**src/rtl/map_mem_arb.sv**
```systemverilog
// Arbiter sharing one memory port between the 68k cartridge bus and the MCU/save-state engine.
// The CPU wins by default, and a starvation counter forces an MCU slot after MCU_MAX_WAIT CPU grants.
module map_mem_arb #(
    parameter int MEM_LAT      = 2,
    parameter int MCU_MAX_WAIT = 15
) (
    input  logic        clk,
    input  logic        sys_rst_n,
    input  logic        cpu_req,
    input  logic [22:0] cpu_addr,
    input  logic [1:0]  cpu_we,
    input  logic [15:0] cpu_di,
    output logic [15:0] cpu_do,
    output logic        cpu_rdy,
    input  logic        mcu_req,
    input  logic [22:0] mcu_addr,
    input  logic [1:0]  mcu_we,
    input  logic [15:0] mcu_di,
    output logic        mcu_ack,
    output logic [15:0] mcu_do,
    output logic [22:0] mem_addr,
    output logic [15:0] mem_di,
    output logic        mem_oe,
    output logic        mem_we_lo,
    output logic        mem_we_hi,
    input  logic [15:0] mem_do
);

    typedef enum logic [1:0] {IDLE, CPU_ACC, MCU_ACC, RECOVER} state_t;

    localparam logic [2:0] LAST_CNT = 3'(MEM_LAT - 1);
    localparam logic [7:0] MAX_WAIT = 8'(MCU_MAX_WAIT);

    state_t      state_q, state_d;
    logic [2:0]  cnt_q, cnt_d;
    logic [7:0]  starve_q, starve_d;
    logic        cpu_block_q, cpu_block_d;
    logic [22:0] addr_q, addr_d;
    logic [1:0]  we_q, we_d;
    logic [15:0] di_q, di_d;
    logic [15:0] cpu_do_q, cpu_do_d;
    logic [15:0] mcu_do_q, mcu_do_d;
    logic        cpu_rdy_q, cpu_rdy_d;
    logic        mcu_ack_q, mcu_ack_d;
    logic        cpu_grant, mcu_grant;
    logic        mem_active;

    always_comb begin
        state_d     = state_q;
        cnt_d       = cnt_q;
        addr_d      = addr_q;
        we_d        = we_q;
        di_d        = di_q;
        cpu_do_d    = cpu_do_q;
        mcu_do_d    = mcu_do_q;
        cpu_rdy_d   = cpu_rdy_q;
        mcu_ack_d   = 1'b0;
        cpu_grant   = 1'b0;
        mcu_grant   = 1'b0;

        case (state_q)
            IDLE: begin
                if (cpu_req && !cpu_block_q && (starve_q < MAX_WAIT)) begin
                    cpu_grant = 1'b1;
                    state_d   = CPU_ACC;
                    cnt_d     = 3'd0;
                    addr_d    = cpu_addr;
                    we_d      = cpu_we;
                    di_d      = cpu_di;
                end else if (mcu_req) begin
                    mcu_grant = 1'b1;
                    state_d   = MCU_ACC;
                    cnt_d     = 3'd0;
                    addr_d    = mcu_addr;
                    we_d      = mcu_we;
                    di_d      = mcu_di;
                end
            end
            CPU_ACC: begin
                // Once cpu_rdy is up the memory access is over; we only wait for the bus cycle to end.
                if (cpu_rdy_q) begin
                    if (!cpu_req) begin
                        cpu_rdy_d = 1'b0;
                        state_d   = RECOVER;
                    end
                end else if (cnt_q == LAST_CNT) begin
                    cpu_do_d = mem_do;
                    if (cpu_req) begin
                        cpu_rdy_d = 1'b1;
                    end else begin
                        state_d = RECOVER;
                    end
                end else begin
                    cnt_d = cnt_q + 3'd1;
                end
            end
            MCU_ACC: begin
                if (cnt_q == LAST_CNT) begin
                    mcu_do_d  = mem_do;
                    mcu_ack_d = 1'b1;
                    state_d   = RECOVER;
                end else begin
                    cnt_d = cnt_q + 3'd1;
                end
            end
            RECOVER: state_d = IDLE;
            default: state_d = IDLE;
        endcase

        // One grant per 68k bus cycle: block re-grant until cpu_req has been observed low.
        cpu_block_d = cpu_block_q;
        if (cpu_grant) begin
            cpu_block_d = 1'b1;
        end else if (!cpu_req) begin
            cpu_block_d = 1'b0;
        end

        starve_d = starve_q;
        if (!mcu_req || mcu_grant) begin
            starve_d = 8'd0;
        end else if (cpu_grant && (starve_q < MAX_WAIT)) begin
            starve_d = starve_q + 8'd1;
        end
    end

    always_ff @(posedge clk or negedge sys_rst_n) begin
        if (!sys_rst_n) begin
            state_q     <= IDLE;
            cnt_q       <= 3'd0;
            starve_q    <= 8'd0;
            cpu_block_q <= 1'b0;
            addr_q      <= 23'd0;
            we_q        <= 2'd0;
            di_q        <= 16'd0;
            cpu_do_q    <= 16'd0;
            mcu_do_q    <= 16'd0;
            cpu_rdy_q   <= 1'b0;
            mcu_ack_q   <= 1'b0;
        end else begin
            state_q     <= state_d;
            cnt_q       <= cnt_d;
            starve_q    <= starve_d;
            cpu_block_q <= cpu_block_d;
            addr_q      <= addr_d;
            we_q        <= we_d;
            di_q        <= di_d;
            cpu_do_q    <= cpu_do_d;
            mcu_do_q    <= mcu_do_d;
            cpu_rdy_q   <= cpu_rdy_d;
            mcu_ack_q   <= mcu_ack_d;
        end
    end

    assign mem_active = (state_q == MCU_ACC) || ((state_q == CPU_ACC) && !cpu_rdy_q);

    assign mem_addr  = addr_q;
    assign mem_di    = di_q;
    assign mem_oe    = mem_active && (we_q == 2'b00);
    assign mem_we_hi = mem_active && we_q[1];
    assign mem_we_lo = mem_active && we_q[0];
    assign cpu_do    = cpu_do_q;
    assign cpu_rdy   = cpu_rdy_q;
    assign mcu_do    = mcu_do_q;
    assign mcu_ack   = mcu_ack_q;

endmodule

```
**config.mk**
```make
export PLATFORM = sky130hd
export DESIGN_NAME = map_mem_arb
export DESIGN_NICKNAME = d
export VERILOG_FILES = /design/src/rtl/map_mem_arb.sv
export SDC_FILE = /design/constraint.sdc
export NUM_CORES = 1
export LEC_CHECK = 0
export ABC_AREA = 1
export BUFFER_PORTS_ARGS = -buffer_cell sky130_fd_sc_hd__buf_4
export CORE_MARGIN = 4
export CORE_UTILIZATION = 45
export DETAILED_ROUTE_END_ITERATION = 16
export PLACE_DENSITY = 0.76
export SLEW_MARGIN = 20
export SYNTH_ARGS = -nofsm -noshare
export SYNTH_HDL_FRONTEND = slang
export SYNTH_SLANG_ARGS = --single-unit
```
**constraint.sdc**
```tcl
create_clock -name clk -period 1.7 [get_ports clk]
set_input_delay 0.085 -clock clk [delete_from_list [all_inputs] [get_ports clk]]
set_output_delay 0.085 -clock clk [all_outputs]
set_load 0.05 [all_outputs]
```
==> run_results.csv, run 1 <==
group,metric,value,unit
setup_path,timing.critical_path.from_type,"flop",
floorplan,io_pins,178,
global_route,grt_overflow,0,
finish,drive_gt1_share,31.9,%
routing,wl_per_cell,13.7,um
floorplan,rows,34,
sta,worst_slew_pin_slew,0.551,ns
power,power_leakage,3.43,nW
global_route,grt_pass1_vias,3894,
global_route,grt_max_degree,50,
sta,fin_crit_sh,95.3,%
finish,nNetsFinal,828,
yosys,postSynthCellCount,537,
finish,fin_area,5940,um^2
yosys,ys.warnings.count,0,
min_path,min_from,"mem_do[11]",
yosys,synth.distinct_cells,27,
routing,routed_wl,11.4,mm
yosys,yosysSeqAreaShare,53.2,%
clock_tree,cts_root_buf,"clkbuf_8",
routing,antenna_left,0,
setup_path,rrSetupSlack,0.08,ns
global_route,grt_usage,20.3,%
clock_tree,cts_buffers,9,
placement,place_area,5590,um^2
setup_path,worstPathArrival,1.85,ns
yosys,avgSynthCellArea,7.80,um^2
placement,io_buffers,177,
routing,vias,4015,
clock_tree,path_clk_slew,0.09,ns
routing,drt-pass1-iter-count,4,
power,p_sw,6.69,mW
routing,via_per_inst,4.82,
finish,final_cell_count_no_fill,833,
setup_path,reg2reg_to,"state_q[1]$_DFFE_PN0P_",
yosys,netlist_area,4190,um^2
finish,fill_cells,737,
placement,place_inst,808,
clock_tree,cts_tree,"done",
setup_path,critPathMaxFanout,4,
global_route,antenna_found_initial,0,
global_route,grt_pass1_wl,18.6,mm
power,internal_power,6.05,mW
min_path,hold_depth,3,
job,drv_cap,0,
floorplan,start_util,47.1,%
sta,slew_headroom,63.3,%
setup_path,end_kind,"flop",
clock_tree,cts.sinks,89,
clock_tree,clk_path_buf_depth,2,
power,p_sw_share,52.5,%
sta,finalHoldViolCount,0,
sta,period_minus_slack,1.62,ns
routing,drtIter0Drc,211,
sta,setup_violations,0,
sta,rsz0062_at_grt,"yes",
placement,place_worst_setup_slack,-0.00576,ns
yosys,synth_fp_nets,645,
sta,fmax,617,MHz
sta,clock-skew-final,0.0114,ns
min_path,hold_path_class,"in2reg",
power,p_clk_share,11.5,%
setup_path,crit_type,"reg2reg",
floorplan,dieArea,10900,um^2
placement,hpwlAfterDp,8.34,mm
min_path,hold_path_end,"mcu_do[11]$_DFFE_PN0P_",
outcome,status,"finished clean",
setup_path,reg2regPathDepth,9,
finish,diodes,0,
power,ir_drop,0.00136,V
finish,areaGrowthSynthToFinish,41.9,%
floorplan,die_h,104,um
setup_path,required,1.93,ns
sta,layout_setup_ws,0.0792,ns
floorplan,die_w,104,um
yosys,ys_ff_latch,89,
floorplan,core,8890,um^2
setup_path,r2r-start,"cnt_q[1]$_DFFE_PN0P_",
power,power,12.7,mW
sta,slew_viol_final,0,
power,p_per_area,2140,nW/um^2
power,p_seq_share,28.6,%
clock_tree,cts_max_level,3,
power,pwr-share-comb,59.9,%
routing,drc_errors,0,
placement,gp_congestion,0.800,
clock_tree,clk_latency,0.34,ns
## registers in the layout, summed over array words and instances (netlist names)
signal and count:
cpu_rdy 1, cnt_q 3, mem_di 16, mcu_do 16, cpu_do 16, mcu_ack 1, starve_q 8, mem_addr 23
state_q 2, cpu_block_q 1, we_q 2
## kinds of logic (layout without fill, tap and decap cells)
family,after synthesis,in the layout,share of synthesized area [%]
DFF,89,89,53.2
adders and majority gates,6,6,1.79
xor gates and xnor gates,2,2,0.418
and+or+nand+nor,336,336,32.1
buffers and inverters,63,251,7.44
AOI/OAI and AO/OA,41,41,5.05
## through the flow
| step | hold slack (ns) | utilization, % | setup TNS (ns) |
|---|---|---|---|
| after floorplan | -0.211 | - | 0 |
| after global placement | 0.101 | 62.9 | 0 |
| after detailed placement | 0.113 | 62.9 | -0.00684 |
| after CTS | 0.00161 | 66.5 | 0 |
| after global routing | 0.00641 | 66.8 | -0.0649 |
| final | 0.0128 | 66.8 | 0 |
## synthesized netlist by cell type (all sizes together)
cell type,n,area (um^2)
buf,18,140
nor2,13,61.3
nand3,10,67.6
or2,1,6.26
ha,6,75.1
nand4,4,31.3
a21oi,2,10.0
nor3,1,5.00
nand2,307,1170
o21ai,36,180
clkbuf,5,18.8
o22ai,1,6.26
inv,40,153
dfrtp,89,2230
xor2,2,17.5
a21boi,1,7.51
o31ai,1,7.51
## repair_timing
action                                  4_1_cts  5_1_grt
endpoints found under the setup margin       28       49
endpoints found under the hold margin        48        0
setup buffers                                 1        0
resized for setup                             7       15
hold buffers                                  8        0
## worst max path at each step
stage	from	to	slack, ns	cells past startpoint
after global routing	state_q[1]$_DFFE_PN0P_	mem_oe	-0.03	7
after CTS	state_q[1]$_DFFE_PN0P_	mem_oe	0.02	7
after floorplan	state_q[1]$_DFFE_PN0P_	mem_we_hi	0.02	6
after global placement	starve_q[0]$_DFFE_PN0P_	mem_addr[22]$_DFFE_PN0P_	0.06	7
final	cnt_q[1]$_DFFE_PN0P_	state_q[1]$_DFFE_PN0P_	0.08	9
after detailed placement	starve_q[0]$_DFFE_PN0P_	mem_addr[0]$_DFFE_PN0P_	-0.006	7
## final cells by class
cell class | instances | area (um^2) | share of cell area [%]
Clock inverter | 6 | 67.6 | 1.14
Tap cell | 108 | 135 | 2.27
Timing Repair Buffer | 195 | 1540 | 25.9
Multi-Input combinational cell | 385 | 1680 | 28.2
Inverter | 40 | 158 | 2.65
Sequential cell | 89 | 2230 | 37.5
Clock buffer | 10 | 138 | 2.32
## critical path, cell delays in order (launching register included)
cell and delay (ns):
dfrtp_1 0.41, inv_1 0.07, ha_1 0.14, inv_1 0.05
nor2_2 0.15, inv_1 0.09, a21boi_0 0.33, nand2_1 0.13
nand2_1 0.08, nand2_1 0.06
## power groups by stage
stage	registers, mW	logic (mW)	clock network [mW]
after floorplan	6.45	2.40	0
after global placement	3.62	7.34	0
after detailed placement	3.65	7.48	0
after CTS	3.64	7.57	1.51
after global routing	3.76	8.16	1.59
final	3.65	7.63	1.47
## per-layer routing
metal,share of wire [%],global-route usage (%),vias to the layer above
li1,-,-,2003
met4,1.3,5.51,0
met3,8.7,5.71,12
met2,47,33.4,169
met5,0,0,-
met1,43,26.4,1831
## cells in the final DEF, fill, tap and decap left out, types with 2 or more instances in the layout
| cell type | count |
|---|---|
| nand4_1 | 3 |
| buf_6 | 4 |
| nor2_1 | 8 |
| buf_12 | 3 |
| xor2_1 | 2 |
| clkinv_4 | 2 |
| nand2_2 | 8 |
| inv_1 | 34 |
| o21ai_0 | 27 |
| ha_1 | 5 |
| dfrtp_1 | 88 |
| clkinvlp_4 | 2 |
| o21ai_1 | 8 |
| inv_2 | 4 |
| nor2_2 | 4 |
| clkbuf_8 | 10 |
| nand3_1 | 8 |
| nand2_1 | 299 |
| dlygate4sd3_1 | 8 |
| buf_4 | 180 |
(Power assumes the default switching activity.)
==> run 2, diff against run 1 <==
==> constraint.sdc (replaced) <==
create_clock -name clk -period 1.7 [get_ports clk]
set_input_delay 0.085 -clock clk [delete_from_list [all_inputs] [get_ports clk]]
set_output_delay 0.085 -clock clk [all_outputs]
set_load 0.1 [all_outputs]
==> run_results.csv, run 2 (synthesized netlist as in run 1, its figures left out) <==
group,metric,value,unit
outcome,status,"complete, but fails checks",
outcome,violations,"setup timing",
sta,period_minus_slack,1.75,ns
floorplan,core,8890,um^2
finish,fill_cells,718,
finish,final_common_cell,"nand2_1",
floorplan,dieArea,10900,um^2
finish,nNetsFinal,844,
floorplan,die_h,104,um
min_path,hold_path_class,"in2reg",
setup_path,critPathMaxFanout,3,
clock_tree,cts_max_level,3,
global_route,grt_usage,20.7,%
clock_tree,path_clk_slew,0.09,ns
routing,vias,4008,
global_route,antenna_found_initial,0,
floorplan,io_pins,178,
finish,diodes,0,
sta,slew_viol_final,0,
finish,fin_area,6130,um^2
routing,drc_errors,0,
placement,hpwlAfterDp,8.31,mm
placement,gp_congestion,0.809,
floorplan,die_w,104,um
finish,utilization,68.9,%
sta,fin_crit_sh,103,%
routing,wl_per_cell,13.4,um
finish,seq_area,2230,um^2
placement,io_buffers,177,
clock_tree,cts.sinks,89,
finish,largest_reg_flops,23,
setup_path,crit_type,"reg2out",
sta,fmax,571,MHz
clock_tree,cts_buffers,9,
sta,rsz0062_at_grt,"yes",
floorplan,start_util,47.1,%
routing,routed_wl,11.4,mm
setup_path,worstPathArrival,1.67,ns
routing,drt-pass1-iter-count,4,
sta,layout_setup_ws,-0.0517,ns
sta,finalHoldViolCount,0,
finish,drive_gt1_share,32.5,%
sta,setup_violations,1,
global_route,grt_overflow,0,
finish,areaGrowthSynthToFinish,46.4,%
clock_tree,clk_path_buf_depth,2,
setup_path,end_kind,"output pin",
clock_tree,cts_root_buf,"clkbuf_8",
global_route,grt_pass1_wl,18.5,mm
finish,multi_input_area,1710,um^2
routing,antenna_left,0,
setup_path,timing.critical_path.from_type,"flop",
sta,slew_headroom,59.4,%
finish,mostFrequentLayoutCells,"nand2_1 (299), buf_4 (190), dfrtp_1 (88)",
sta,worst_slew_pin_slew,0.609,ns
sta,clock-skew-final,0.0138,ns
global_route,grt_max_degree,49,
routing,via_per_inst,4.72,
routing,drtIter0Drc,146,
floorplan,rows,34,
job,drv_cap,0,
placement,place_area,5650,um^2
global_route,grt_pass1_vias,3908,
clock_tree,clk_latency,0.34,ns
setup_path,required,1.62,ns
clock_tree,cts_tree,"done",
-- run 2: cell count changes in the layout (fill, tap and decap cells not counted), sizes merged --
| cell | before | now |
|---|---|---|
| buf | 187 | 197 |
| clkinv | 3 | 1 |
| clkinvlp | 2 | 3 |
| inv | 40 | 41 |
| dlygate4sd3 | 8 | 14 |
-- run 2: layout make-up --
type	instances	share of cell area, %
multi-input cells	385	27.9
well taps	108	2.21
clock buffers	10	2.08
clock inverters	6	1.08
repair buffers	211	27.7
inverters	40	2.65
flip-flops and latches	89	36.4
-- run 2: worst paths after layout --
path | from | to | slack [ns] | depth (start not counted)
min in group asynchronous | sys_rst_n | starve_q[0]$_DFFE_PN0P_ | 0.29 | 2
max in group asynchronous | sys_rst_n | mem_di[11]$_DFFE_PN0P_ | 0.77 | 3
min reg2reg | mem_di[3]$_DFFE_PN0P_ | mem_di[3]$_DFFE_PN0P_ | 0.49 | 2
max | state_q[1]$_DFFE_PN0P_ | mem_oe | -0.05 | 7
min | mem_do[7] | cpu_do[7]$_DFFE_PN0P_ | 0.02 | 3
max reg2reg | state_q[1]$_DFFE_PN0P_ | cnt_q[1]$_DFFE_PN0P_ | 0.12 | 9
-- run 2: per-stage QoR --
step | worst slack (ns) | instances | hold WS [ns] | TNS (ns)
finish | -0.0517 | 849 | 0.0174 | -0.0517
global route | -0.125 | 849 | 0.00521 | -0.153
CTS | -0.0640 | 847 | 0.00173 | -0.0640
detailed placement | -0.0439 | 812 | 0.133 | -0.355
global placement | 0.0729 | 812 | 0.125 | 0
floorplan | -0.0797 | 537 | -0.211 | -0.0797
-- run 2: timing repair --
item / 4_1_cts / 5_1_grt
hold buffers: 14 / 0
setup buffers: 5 / 2
resized for setup: 10 / 16
pin swaps: 2 / 3
gates cloned: 0 / 0
endpoints found under the hold margin: 60 / 0
endpoints found under the setup margin: 44 / 51
-- run 2: critical path, stage by stage (launching register included) --
cell     delay (ns)
dfrtp_1        0.41
inv_2          0.08
ha_4           0.15
inv_4          0.04
o21ai_4        0.16
inv_4          0.08
nor3_4         0.20
buf_12         0.20
-- run 2: layer usage --
metal  global-route usage (%)  vias up  share of wire (%)
met2                     33.9      159                 48
met4                     6.17        0               0.97
met3                     7.26        8                 10
met1                     25.8     1812                 41
li1                         -     2029                  -
met5                        0        -                  0
Power of run 2 is left out: the tool's default activity adds up to more than one toggle a clock period on the data nets, which glitch-free logic cannot reach.
==> run 3, diff against run 2 <==
--- a/config.mk
+++ b/config.mk
@@ -8,9 +8,9 @@
 export ABC_AREA = 1
 export BUFFER_PORTS_ARGS = -buffer_cell sky130_fd_sc_hd__buf_4
 export CORE_MARGIN = 4
-export CORE_UTILIZATION = 45
+export CORE_UTILIZATION = 47
 export DETAILED_ROUTE_END_ITERATION = 16
-export PLACE_DENSITY = 0.76
+export PLACE_DENSITY = 0.79
 export SLEW_MARGIN = 20
 export SYNTH_ARGS = -nofsm -noshare
 export SYNTH_HDL_FRONTEND = slang
==> run_results.csv, run 3 (synthesized netlist as in run 1, its figures left out) <==
group,metric,value,unit
outcome,status,"complete, but fails checks",
outcome,violations,"setup timing",
global_route,grt_max_degree,42,
global_route,globalRouteMet1Util,27.0,%
setup_path,critPathMaxFanout,3,
sta,setup_violations,1,
routing,drt-pass1-iter-count,4,
global_route,grt_pass1_vias,3877,
finish,largest_reg_flops,23,
global_route,use_met3,7.44,%
global_route,antenna_found_initial,0,
setup_path,rrSetupSlack,0.08,ns
setup_path,reg2regPathDepth,9,
finish,nNetsFinal,839,
setup_path,r2r-start,"state_q[1]$_DFFE_PN0P_",
min_path,hold_path_end,"mem_di[10]$_DFFE_PN0P_",
finish,drive_gt1_share,32.3,%
finish,final_cell_count_no_fill,844,
placement,place_inst,812,
global_route,grt_overflow,0,
global_route,use_met2,37.8,%
clock_tree,cts_max_level,3,
global_route,grt_pass1_wl,18.3,mm
placement,place_worst_setup_slack,-0.0533,ns
sta,clock-skew-final,0.0122,ns
placement,io_buffers,177,
setup_path,worstPathArrival,1.67,ns
job,drv_cap,0,
setup_path,crit_type,"reg2out",
routing,drtIter0Drc,124,
routing,via_per_inst,4.83,
sta,layout_setup_ws,-0.0591,ns
floorplan,rows,34,
floorplan,dieArea,10500,um^2
routing,wl_per_cell,13.7,um
clock_tree,path_clk_slew,0.10,ns
placement,hpwlAfterDp,8.49,mm
setup_path,reg2reg_to,"state_q[1]$_DFFE_PN0P_",
setup_path,timing.critical_path.from_type,"flop",
clock_tree,cts_root_buf,"clkbuf_8",
sta,worst_slew_pin_slew,0.506,ns
min_path,hold_path_class,"in2reg",
finish,areaGrowthSynthToFinish,45.3,%
min_path,hold_depth,5,
clock_tree,cts.sinks,89,
clock_tree,cts_tree,"done",
setup_path,required,1.62,ns
setup_path,end_kind,"output pin",
floorplan,core,8680,um^2
floorplan,die_w,102,um
global_route,top_usage_layer,"met2",
clock_tree,cts_buffers,9,
finish,final_common_cell,"nand2_1",
finish,diodes,0,
sta,fmax,568,MHz
sta,period_minus_slack,1.76,ns
finish,mostFrequentLayoutCells,"nand2_1 (299), buf_4 (186), dfrtp_1 (87)",
clock_tree,clk_path_buf_depth,2,
sta,finalHoldViolCount,0,
placement,gp_congestion,0.811,
sta,slew_headroom,66.3,%
routing,drc_errors,0,
floorplan,io_pins,178,
routing,routed_wl,11.6,mm
global_route,grt_usage,22.3,%
min_path,min_from,"cpu_di[10]",
sta,slew_viol_final,0,
sta,rsz0062_at_grt,"yes",
floorplan,die_h,102,um
routing,antenna_left,0,
routing,vias,4074,
sta,fin_crit_sh,103,%
clock_tree,clk_latency,0.36,ns
floorplan,start_util,48.2,%
[run 3: worst max-delay path, stage by stage (launching register included)]
cell and delay [ns]:
dfrtp_1 0.41, inv_2 0.08, ha_4 0.13, inv_2 0.04, o21ai_4 0.17, inv_4 0.08, nor3_4 0.20, buf_12 0.20
[run 3: cell type report]
class                           count  area [um^2]
Fill cell                         674         2600
Sequential cell                    89         2230
Multi-Input combinational cell    385         1710
Timing Repair Buffer              206         1670
Inverter                           40          160
Clock buffer                       11          141
Tap cell                          108          135
Clock inverter                      5         40.0
[run 3: repair_timing]
| item | CTS | global route |
|---|---|---|
| hold buffers | 13 | 0 |
| pin swaps | 2 | 2 |
| gates resized for setup | 12 | 13 |
| gates cloned | 0 | 0 |
| hold endpoints to repair | 53 | 0 |
| buffers inserted | 2 | 1 |
| setup endpoints to repair | 44 | 56 |
[run 3: worst max path at each step]
stage                                       start                       end  slack [ns]
final                      state_q[1]$_DFFE_PN0P_                    mem_oe       -0.06
after global routing       state_q[1]$_DFFE_PN0P_                    mem_oe       -0.13
after CTS                  state_q[1]$_DFFE_PN0P_                    mem_oe       -0.04
after detailed placement  starve_q[0]$_DFFE_PN0P_  mem_addr[11]$_DFFE_PN0P_       -0.05
after global placement    starve_q[0]$_DFFE_PN0P_     mem_di[4]$_DFFE_PN0P_        0.05
after floorplan               cpu_rdy$_DFFE_PN0P_                    mem_oe       -0.08
[run 3: layer usage]
| layer | vias up | routed length [um] |
|---|---|---|
| met5 | - | 0 |
| met3 | 13 | 1240 |
| met1 | 1875 | 4510 |
| li1 | 2021 | - |
| met4 | 0 | 166 |
| met2 | 165 | 5680 |
[run 3: metrics by stage]
step / utilization (%) / setup TNS (ns) / hold slack, ns / instance area [um^2]
after floorplan: - / -0.0797 / -0.211 / 4220
after global placement: 65.3 / 0 / 0.0825 / 5660
after detailed placement: 65.3 / -0.294 / 0.0930 / 5660
after CTS: 69.6 / -0.0389 / 0.000207 / 6040
after global routing: 70.1 / -0.134 / 0.0199 / 6080
final: 70.1 / -0.0591 / 0.0104 / 6080
Power of run 3 is left out for the same reason.
